[config.mk]
export PLATFORM = sky130hd
export DESIGN_NAME = mult_div_seq
export DESIGN_NICKNAME = d
export VERILOG_FILES = /design/src/rtl/mult_div_seq.sv
export SDC_FILE = /design/constraint.sdc
export NUM_CORES = 1
export LEC_CHECK = 0
export CORE_MARGIN = 2
export CORE_UTILIZATION = 45
export DETAILED_ROUTE_END_ITERATION = 6
export GPL_TIMING_DRIVEN = 0
export PLACE_DENSITY_LB_ADDON = 0.25
export REMOVE_ABC_BUFFERS = 1
export SYNTH_ARGS = -nofsm -noshare
export SYNTH_HDL_FRONTEND = slang
export SYNTH_SLANG_ARGS = --single-unit
[constraint.sdc]
create_clock -name clk -period 5.1 [get_ports clk]
set_input_delay 1.53 -clock clk [delete_from_list [all_inputs] [get_ports clk]]
set_output_delay 1.53 -clock clk [all_outputs]
set_load 0.01 [all_outputs]
[src/rtl/mult_div_seq.sv]
// Iterative multiply/divide sequencer with HI/LO registers for the EX stage.
// Decodes R-type mult/multu/div/divu/mfhi/mflo/mthi/mtlo, runs an XLEN-cycle
// shift-add or restoring-divide loop and stalls dependent HI/LO instructions.
module mult_div_seq #(
  parameter int unsigned XLEN = 32
) (
  input  logic            clk,
  input  logic            reset,
  input  logic            ex_valid,
  input  logic [1:0]      ALUOp,
  input  logic [5:0]      FuncCode,
  input  logic [XLEN-1:0] rs_data,
  input  logic [XLEN-1:0] rt_data,
  output logic            stall,
  output logic            busy,
  output logic            done,
  output logic            div_by_zero,
  output logic [XLEN-1:0] hilo_out,
  output logic [XLEN-1:0] hi,
  output logic [XLEN-1:0] lo
);

  localparam int unsigned CW = (XLEN > 1) ? $clog2(XLEN) : 1;

  localparam logic [5:0] F_MFHI  = 6'b010000;
  localparam logic [5:0] F_MTHI  = 6'b010001;
  localparam logic [5:0] F_MFLO  = 6'b010010;
  localparam logic [5:0] F_MTLO  = 6'b010011;
  localparam logic [5:0] F_MULT  = 6'b011000;
  localparam logic [5:0] F_MULTU = 6'b011001;
  localparam logic [5:0] F_DIV   = 6'b011010;
  localparam logic [5:0] F_DIVU  = 6'b011011;

  typedef enum logic [1:0] {
    IDLE = 2'd0,
    RUN  = 2'd1,
    FIX  = 2'd2
  } state_t;

  state_t            state;
  logic [CW-1:0]     counter;
  logic [2*XLEN-1:0] acc;       // mult: {partial product, multiplier}; div: {remainder, quotient}
  logic [XLEN-1:0]   opb;       // multiplicand or divisor magnitude
  logic [XLEN-1:0]   rs_raw;    // unmodified rs, returned in HI on divide by zero
  logic              op_div;
  logic              neg_main;  // negate product / quotient
  logic              neg_rem;   // negate remainder
  logic              rt_zero;

  // Instruction decode
  logic            dec_en;
  logic            is_md;
  logic            is_signed;
  logic            is_div;
  logic            is_mfhi;
  logic            is_mflo;
  logic            is_mthi;
  logic            is_mtlo;
  logic            is_hilo;
  logic            accept;
  logic [XLEN-1:0] abs_rs;
  logic [XLEN-1:0] abs_rt;

  // Decode of funct field, gated by a valid R-type instruction in EX
  always_comb begin
    dec_en    = ex_valid && (ALUOp == 2'b10);
    is_md     = 1'b0;
    is_signed = 1'b0;
    is_div    = 1'b0;
    is_mfhi   = 1'b0;
    is_mflo   = 1'b0;
    is_mthi   = 1'b0;
    is_mtlo   = 1'b0;
    if (dec_en) begin
      case (FuncCode)
        F_MULT:  begin is_md = 1'b1; is_signed = 1'b1; end
        F_MULTU: begin is_md = 1'b1; end
        F_DIV:   begin is_md = 1'b1; is_signed = 1'b1; is_div = 1'b1; end
        F_DIVU:  begin is_md = 1'b1; is_div = 1'b1; end
        F_MFHI:  is_mfhi = 1'b1;
        F_MFLO:  is_mflo = 1'b1;
        F_MTHI:  is_mthi = 1'b1;
        F_MTLO:  is_mtlo = 1'b1;
        default: ;
      endcase
    end
    is_hilo = is_md | is_mfhi | is_mflo | is_mthi | is_mtlo;
    stall   = is_hilo & busy;
    accept  = is_md & ~stall & (state == IDLE);
    abs_rs  = (is_signed && rs_data[XLEN-1]) ? -rs_data : rs_data;
    abs_rt  = (is_signed && rt_data[XLEN-1]) ? -rt_data : rt_data;
  end

  // HI/LO read path, valid in the same cycle as mfhi/mflo
  always_comb begin
    hilo_out = '0;
    if (is_mfhi)      hilo_out = hi;
    else if (is_mflo) hilo_out = lo;
  end

  // One loop iteration and the final sign-corrected result
  logic [XLEN:0]     mul_sum;
  logic [XLEN:0]     div_up;
  logic [XLEN:0]     div_diff;
  logic [2*XLEN-1:0] acc_next;
  logic [2*XLEN-1:0] prod;
  logic [XLEN-1:0]   quo;
  logic [XLEN-1:0]   rem;
  logic [XLEN-1:0]   res_hi;
  logic [XLEN-1:0]   res_lo;

  always_comb begin
    mul_sum  = {1'b0, acc[2*XLEN-1:XLEN]} + {1'b0, opb};
    // Remainder shifted left with the next dividend bit; a set bit 32 of the
    // difference marks a borrow, i.e. the trial subtraction must be undone.
    div_up   = acc[2*XLEN-1:XLEN-1];
    div_diff = div_up - {1'b0, opb};
    if (op_div) begin
      if (!div_diff[XLEN]) acc_next = {div_diff[XLEN-1:0], acc[XLEN-2:0], 1'b1};
      else                 acc_next = {acc[2*XLEN-2:0], 1'b0};
    end else begin
      if (acc[0]) acc_next = {mul_sum, acc[XLEN-1:1]};
      else        acc_next = {1'b0, acc[2*XLEN-1:1]};
    end

    prod = neg_main ? -acc : acc;
    quo  = neg_main ? -acc[XLEN-1:0] : acc[XLEN-1:0];
    rem  = neg_rem ? -acc[2*XLEN-1:XLEN] : acc[2*XLEN-1:XLEN];
    if (!op_div) begin
      res_hi = prod[2*XLEN-1:XLEN];
      res_lo = prod[XLEN-1:0];
    end else if (rt_zero) begin
      res_hi = rs_raw;
      res_lo = '1;
    end else begin
      res_hi = rem;
      res_lo = quo;
    end
  end

  // Sequencer FSM with registered HI/LO, busy, done and div_by_zero
  always_ff @(posedge clk) begin
    if (reset) begin
      state       <= IDLE;
      counter     <= '0;
      acc         <= '0;
      opb         <= '0;
      rs_raw      <= '0;
      op_div      <= 1'b0;
      neg_main    <= 1'b0;
      neg_rem     <= 1'b0;
      rt_zero     <= 1'b0;
      hi          <= '0;
      lo          <= '0;
      busy        <= 1'b0;
      done        <= 1'b0;
      div_by_zero <= 1'b0;
    end else begin
      done        <= 1'b0;
      div_by_zero <= 1'b0;
      case (state)
        IDLE: begin
          if (accept) begin
            acc      <= {{XLEN{1'b0}}, abs_rs};
            opb      <= abs_rt;
            rs_raw   <= rs_data;
            op_div   <= is_div;
            neg_main <= is_signed & (rs_data[XLEN-1] ^ rt_data[XLEN-1]);
            neg_rem  <= is_signed & rs_data[XLEN-1];
            rt_zero  <= (rt_data == '0);
            counter  <= '0;
            busy     <= 1'b1;
            state    <= RUN;
          end else begin
            if (is_mthi) hi <= rs_data;
            if (is_mtlo) lo <= rs_data;
          end
        end
        RUN: begin
          acc     <= acc_next;
          counter <= counter + 1'b1;
          if (counter == CW'(XLEN - 1)) state <= FIX;
        end
        FIX: begin
          hi          <= res_hi;
          lo          <= res_lo;
          busy        <= 1'b0;
          done        <= 1'b1;
          div_by_zero <= op_div & rt_zero;
          state       <= IDLE;
        end
        default: state <= IDLE;
      endcase
    end
  end

endmodule

==> results of run 1 <==
## per-stage QoR
stage | total power [mW] | util (%) | cell area [µm²] | setup slack [ns] | std cells
after floorplan | 1.864 | - | 16130 | -4.030 | 2119
after global placement | 2.085 | 50.18 | 18460 | -8.615 | 2761
after detailed placement | 2.097 | 51.31 | 18880 | -0.7288 | 2785
after CTS | 3.985 | 53.78 | 19780 | -0.1295 | 2837
after global routing | 4.078 | 53.77 | 19780 | -0.07762 | 2837
final | 3.973 | 53.77 | 19780 | 0.06222 | 2837
## per-layer routing
layer | GRT usage, % | share of wire [%] | vias up
met5 | 0 | 0 | -
met4 | 12.59 | 4.0 | 0
met3 | 3.722 | 6.6 | 152
met2 | 51.80 | 46 | 691
met1 | 40.13 | 43 | 8451
li1 | - | - | 8579
## synthesized netlist by cell type (6+ instances only)
master / count
clkbuf_1: 159
xnor2_1: 94
nand3_1: 46
o31ai_1: 33
ha_1: 70
nor2b_1: 16
dfxtp_1: 206
o211ai_1: 25
and2_1: 8
mux2_2: 13
buf_2: 7
a22oi_1: 15
and3_1: 11
o221ai_1: 37
a221oi_1: 6
o21a_1: 14
a211oi_1: 96
o21bai_1: 8
nand4_1: 12
o22ai_1: 14
mux2i_1: 70
nor4_1: 21
nor3_1: 57
a21oi_1: 218
a31oi_1: 31
or4_1: 19
or3_1: 37
a211o_1: 7
nand2b_1: 20
buf_1: 15
nand2_1: 262
a311oi_1: 8
o41ai_1: 11
o21ai_0: 149
xor2_1: 72
a21o_1: 29
a2111oi_0: 15
inv_1: 66
nor2_1: 209
## cell type report
cell class | count | area [µm²] | share of cell area [%]
clock buffer | 36 | 758.2 | 3.833
sequential | 206 | 4130 | 20.88
timing repair buffer | 205 | 2074 | 10.49
multi-input combinational | 1848 | 11880 | 60.07
clock inverter | 7 | 96.34 | 0.4871
inverter | 67 | 252.7 | 1.278
tap | 468 | 585.6 | 2.961
## timing repair
item                                   in CTS  in global routing
hold buffers                                0                  0
gates cloned                                2                  0
endpoints found under the hold margin       0                  0
gates resized for setup                    53                  9
setup endpoints to repair                  35                  7
pin swaps                                   1                  4
buffers inserted                            7                  1
## worst paths after layout
kind | slack, ns | start | to | cells past startpoint
max | 0.06 | ALUOp[1] | hilo_out[1] | 8
min | 0.45 | rs_raw[8] | rs_raw[8] | 2
max reg2reg | 0.60 | acc[36] | acc[59] | 10
min reg2reg | 0.45 | rs_raw[8] | rs_raw[8] | 2
## power breakdown
group | total (mW) | switching [mW] | internal (mW) | leakage [nW]
combinational | 0.447 | 0.281 | 0.165 | 5.21
clock | 1.90 | 0.773 | 1.13 | 0.425
sequential | 1.63 | 0.0111 | 1.62 | 1.66
total | 3.97 | 1.07 | 2.91 | 7.29
## worst max-delay path: cells and delay by family
family,cells,cell delay (ns)
buffers and inverters,4,1.01
and+or+nand+nor,4,0.96
## sequential cells by signal, summed over array words and instances (netlist names)
register,count
counter,5
acc,64
opb,32
lo,32
state,2
done,1
rt_zero,1
div_by_zero,1
hi,32
op_div,1
rs_raw,32
neg_main,1
busy,1
neg_rem,1
## cell families after synthesis
| family | synth area share (%) |
|---|---|
| AND/OR/NAND/NOR | 20.54 |
| AO/OA/AOI/OAI | 30.10 |
| flip-flops | 24.46 |
| XOR/XNOR | 8.623 |
| buffers and inverters | 5.825 |
| multiplexers | 5.024 |
| adder cells (fa/ha/maj) | 5.432 |
==> out/summary.txt, run 1 <==
Rows - 70
Vias per cell - 6.300
Most common cell after layout, fill and taps aside - nand2_1
Initial core utilization - 45.84%
Number of synthesized flops with an enable pin - 0
Syn_area_per_cell - 7.312 µm²
Layout cell share with drive strength beyond 1 - 5.741%
Crit-path slowest cell - clkdlybuf4s50_1
CP Capture Type - primary output
Die ar. - 39030 µm²
P&R area growth vs syn - 17.31%
Post-DR wirelength/cell - 21.54 µm
Pin count of the biggest net entering global routing - 89
Clock Sinks - 206
Ys flop type - dfxtp_1
Initial antenna violation count - 0
Maximum fanout along the worst path - 16
DRC violations left - 0
Routability cong. - 0.9732
DRT Pass-1 Iters - 6
Clock slew at reported path FFs - 0.06 ns
Vias - 17870
Nets - 2501
Top-Level Pins - 175
Mapped Cells - 2306
Commonest non-fill, non-tap cells in the layout - nand2_1, a21oi_1, nor2_1
# setup viols final - 0
CTS tree - done
Skew-Pair Late Insertion Delay - 0.58 ns
Post-synth top area cell - dfxtp_1
Fraction of registers with async set/reset - 0%
Largest cells by area after synthesis - dfxtp_1, a21oi_1, nand2_1
Clock skew - 0.02449 ns
Setup TNS Final - 0 ns
Maximum vdd drop - 270.9 µV
Startpoint types - primary input
Total GRT Usage - 30.86%
Max frequency - 198.5 MHz
Clock buffer depth - 3
Die W - 197.6 µm
CP required - 3.57 ns
Leak pwr - 7.291 nW
H-tree Lvls - 1
Ant diodes - 0
Yosys top cell area share - 24.46%
Max incr delay on CP - 0.45 ns
Worst rel slew slack - 3.431%
Yosys reg bits - 206
Synth Cell Area - 16860 µm²
Worst path arrival time - 3.51 ns
Yosys warning count - 0
Worst-path cell chain - clkdlybuf4s50_1 -> nor4bb_2 -> nand3b_1 -> buf_6 -> buf_4 -> or3_4 -> nor2_1 -> dlygate4sd2_1
I/O Buffers - 174
DRT antenna net count - 0
Final hold violation count - 0
# fillers - 3561
Worst setup path class - primary input to primary output
HPWL after DPL - 44.72 mm
Max_cap viols - 0
DRC violation total after the first TritonRoute iteration - 1178
Final period util - 98.78%
Status - completed
Final worst path period need - 5.038 ns
First-pass GRT wire length - 95.52 mm
WHS - 0.4487 ns
Die height - 197.6 µm
PD cells - 200.9 nW/µm²
Worst hold path class - register to register
RSZ-0062 raised after global routing - yes
Vias in the first global route - 17010
Core ar. - 36790 µm²
Final wirelength - 61.12 mm
Yosys cell types - 83
Sequential fraction of the synthesis area - 24.46%
Worst Tran Pin Value - 1.447 ns
Slew Viols, Final - 0
Num CTS Buffers - 26
Total grt overflow - 0
Clk root buf - clkbuf_16
Note: power is estimated with default switching activity, not from simulation.
==> run 2: changes to the inputs <==
--- a/config.mk
+++ b/config.mk
@@ -5,7 +5,7 @@
 export SDC_FILE = /design/constraint.sdc
 export NUM_CORES = 1
 export LEC_CHECK = 0
-export CORE_MARGIN = 2
+export CORE_MARGIN = 1
 export CORE_UTILIZATION = 45
 export DETAILED_ROUTE_END_ITERATION = 6
 export GPL_TIMING_DRIVEN = 0
==> run 2 against run 1 <==
Fmax grew 0.75%. Sequential power is essentially flat. Sequential cell count is the same. Critical endpoint is now hilo_out[28]. Highest routed layer unchanged.
==> out/summary.txt, run 2 (synthesis gave the netlist of run 1 again) <==
Reg2reg start - acc[31]
Num CTS Buffers - 26
Die ar. - 38250 µm²
Final wirelength - 60.90 mm
Worst hold path class - register to register
DRC violation total after the first TritonRoute iteration - 1394
CTS Hold Buffers Added - 0
Commonest non-fill, non-tap cells in the layout - nand2_1, a21oi_1, nor2_1
Leak pwr - 7.311 nW
Top-Level Pins - 175
CTS tree - done
Skew-Pair Late Insertion Delay - 0.56 ns
Maximum fanout along the worst path - 8
CP Capture Type - primary output
Status - completed
Worst setup path class - primary input to primary output
Core ar. - 36700 µm²
RSZ-0062 raised after global routing - no
Max_cap viols - 0
Slew Viols, Final - 0
Hold_sp - rs_raw[19]
Clock buffer depth - 3
Layout cell share with drive strength beyond 1 - 5.401%
Clk root buf - clkbuf_16
Routability cong. - 0.9314
First-pass GRT wire length - 95.79 mm
Die height - 195.6 µm
R2R depth - 13
Largest reg by FF count - acc
P&R area growth vs syn - 17.41%
Post-layout util - 53.94%
Max FFs per register - 64
Maximum vdd drop - 163.1 µV
Vias per cell - 6.310
Total GRT Usage - 31.30%
DRC violations left - 0
Final hold violation count - 0
DRT Pass-1 Iters - 5
I/O Buffers - 174
Clock slew at reported path FFs - 0.05 ns
Nets - 2497
Post-DR wirelength/cell - 21.46 µm
HPWL after DPL - 44.06 mm
Initial core utilization - 45.95%
Rows - 70
Final worst path period need - 5.000 ns
Worst path arrival time - 3.47 ns
Clock Sinks - 206
Setup TNS Final - 0 ns
Ant diodes - 0
Min-Delay Path Depth - 2
H-tree Lvls - 1
Clock skew - 0.01592 ns
Reg-to-Reg End - acc[50]
Pin count of the biggest net entering global routing - 121
CP required - 3.57 ns
Final period util - 98.05%
Startpoint types - primary input
Total grt overflow - 0
PD cells - 203.4 nW/µm²
Max frequency - 200.0 MHz
DRT antenna net count - 0
Worst rel slew slack - 3.224%
Vias in the first global route - 16770
# setup viols final - 0
Worst reg2reg setup slack - 0.52 ns
Vias - 17910
Most common cell after layout, fill and taps aside - nand2_1
Worst Tran Pin Value - 1.450 ns
Initial antenna violation count - 0
Die W - 195.6 µm
Hold EP - rs_raw[19]
-- run 2: worst max-delay path by stage --
stage / start / to / slack [ns] / cells past startpoint
2_1_floorplan: ALUOp[0] / acc[30] / -4.03 / 4
3_3_place_gp: FuncCode[4] / acc[30] / -8.76 / 5
3_5_place_dp: FuncCode[4] / hilo_out[3] / -0.72 / 6
4_1_cts: acc[0] / hi[4] / 0.08 / 11
5_1_grt: FuncCode[4] / hilo_out[8] / 0.04 / 7
6_report: FuncCode[4] / hilo_out[28] / 0.1 / 7
-- run 2: layout make-up --
type / count / area [µm²]
multi-input cells: 1848 / 11870
fillers: 3570 / 16900
clock buffers: 37 / 783.3
inverters: 67 / 252.7
flip-flops and latches: 206 / 4130
well taps: 468 / 585.6
clock inverters: 11 / 113.9
repair buffers: 201 / 2066
-- run 2: layer usage --
metal	routed length (µm)	global-route usage, %	share of wire [%]
met1	26240	41.73	43
met2	27920	51.96	46
met3	4681	3.921	7.7
met4	2066	10.59	3.4
met5	0	0	0
-- run 2: worst max-delay path, cell delays in order --
cell and delay (ns):
clkdlybuf4s50_1 0.45, nor4bb_1 0.25, nand3b_1 0.12, buf_4 0.20, or3_4 0.45, nor2_1 0.16
dlygate4sd2_1 0.29
-- run 2: where the power goes --
group | internal [mW] | switching (mW) | total, mW
registers | 1.62 | 0.0113 | 1.63
logic | 0.165 | 0.283 | 0.447
clock network | 1.17 | 0.787 | 1.95
total | 2.95 | 1.08 | 4.03
-- run 2: timing repair --
action	4_1_cts	5_1_grt
endpoints found under the setup margin	35	1
cloned	2	0
gates resized for setup	37	1
setup buffers	2	0
-- run 2: stage by stage --
stage	instances	setup WS, ns	power (mW)	instance area (µm²)	hold WS [ns]
final	2838	0.09966	4.027	19800	0.4493
after global routing	2838	0.04414	4.144	19800	0.4642
after CTS	2838	0.07781	4.036	19790	0.4490
after detailed placement	2786	-0.7176	2.096	18890	0.4405
after global placement	2761	-8.759	2.084	18460	0.4346
after floorplan	2119	-4.030	1.864	16130	0.4216
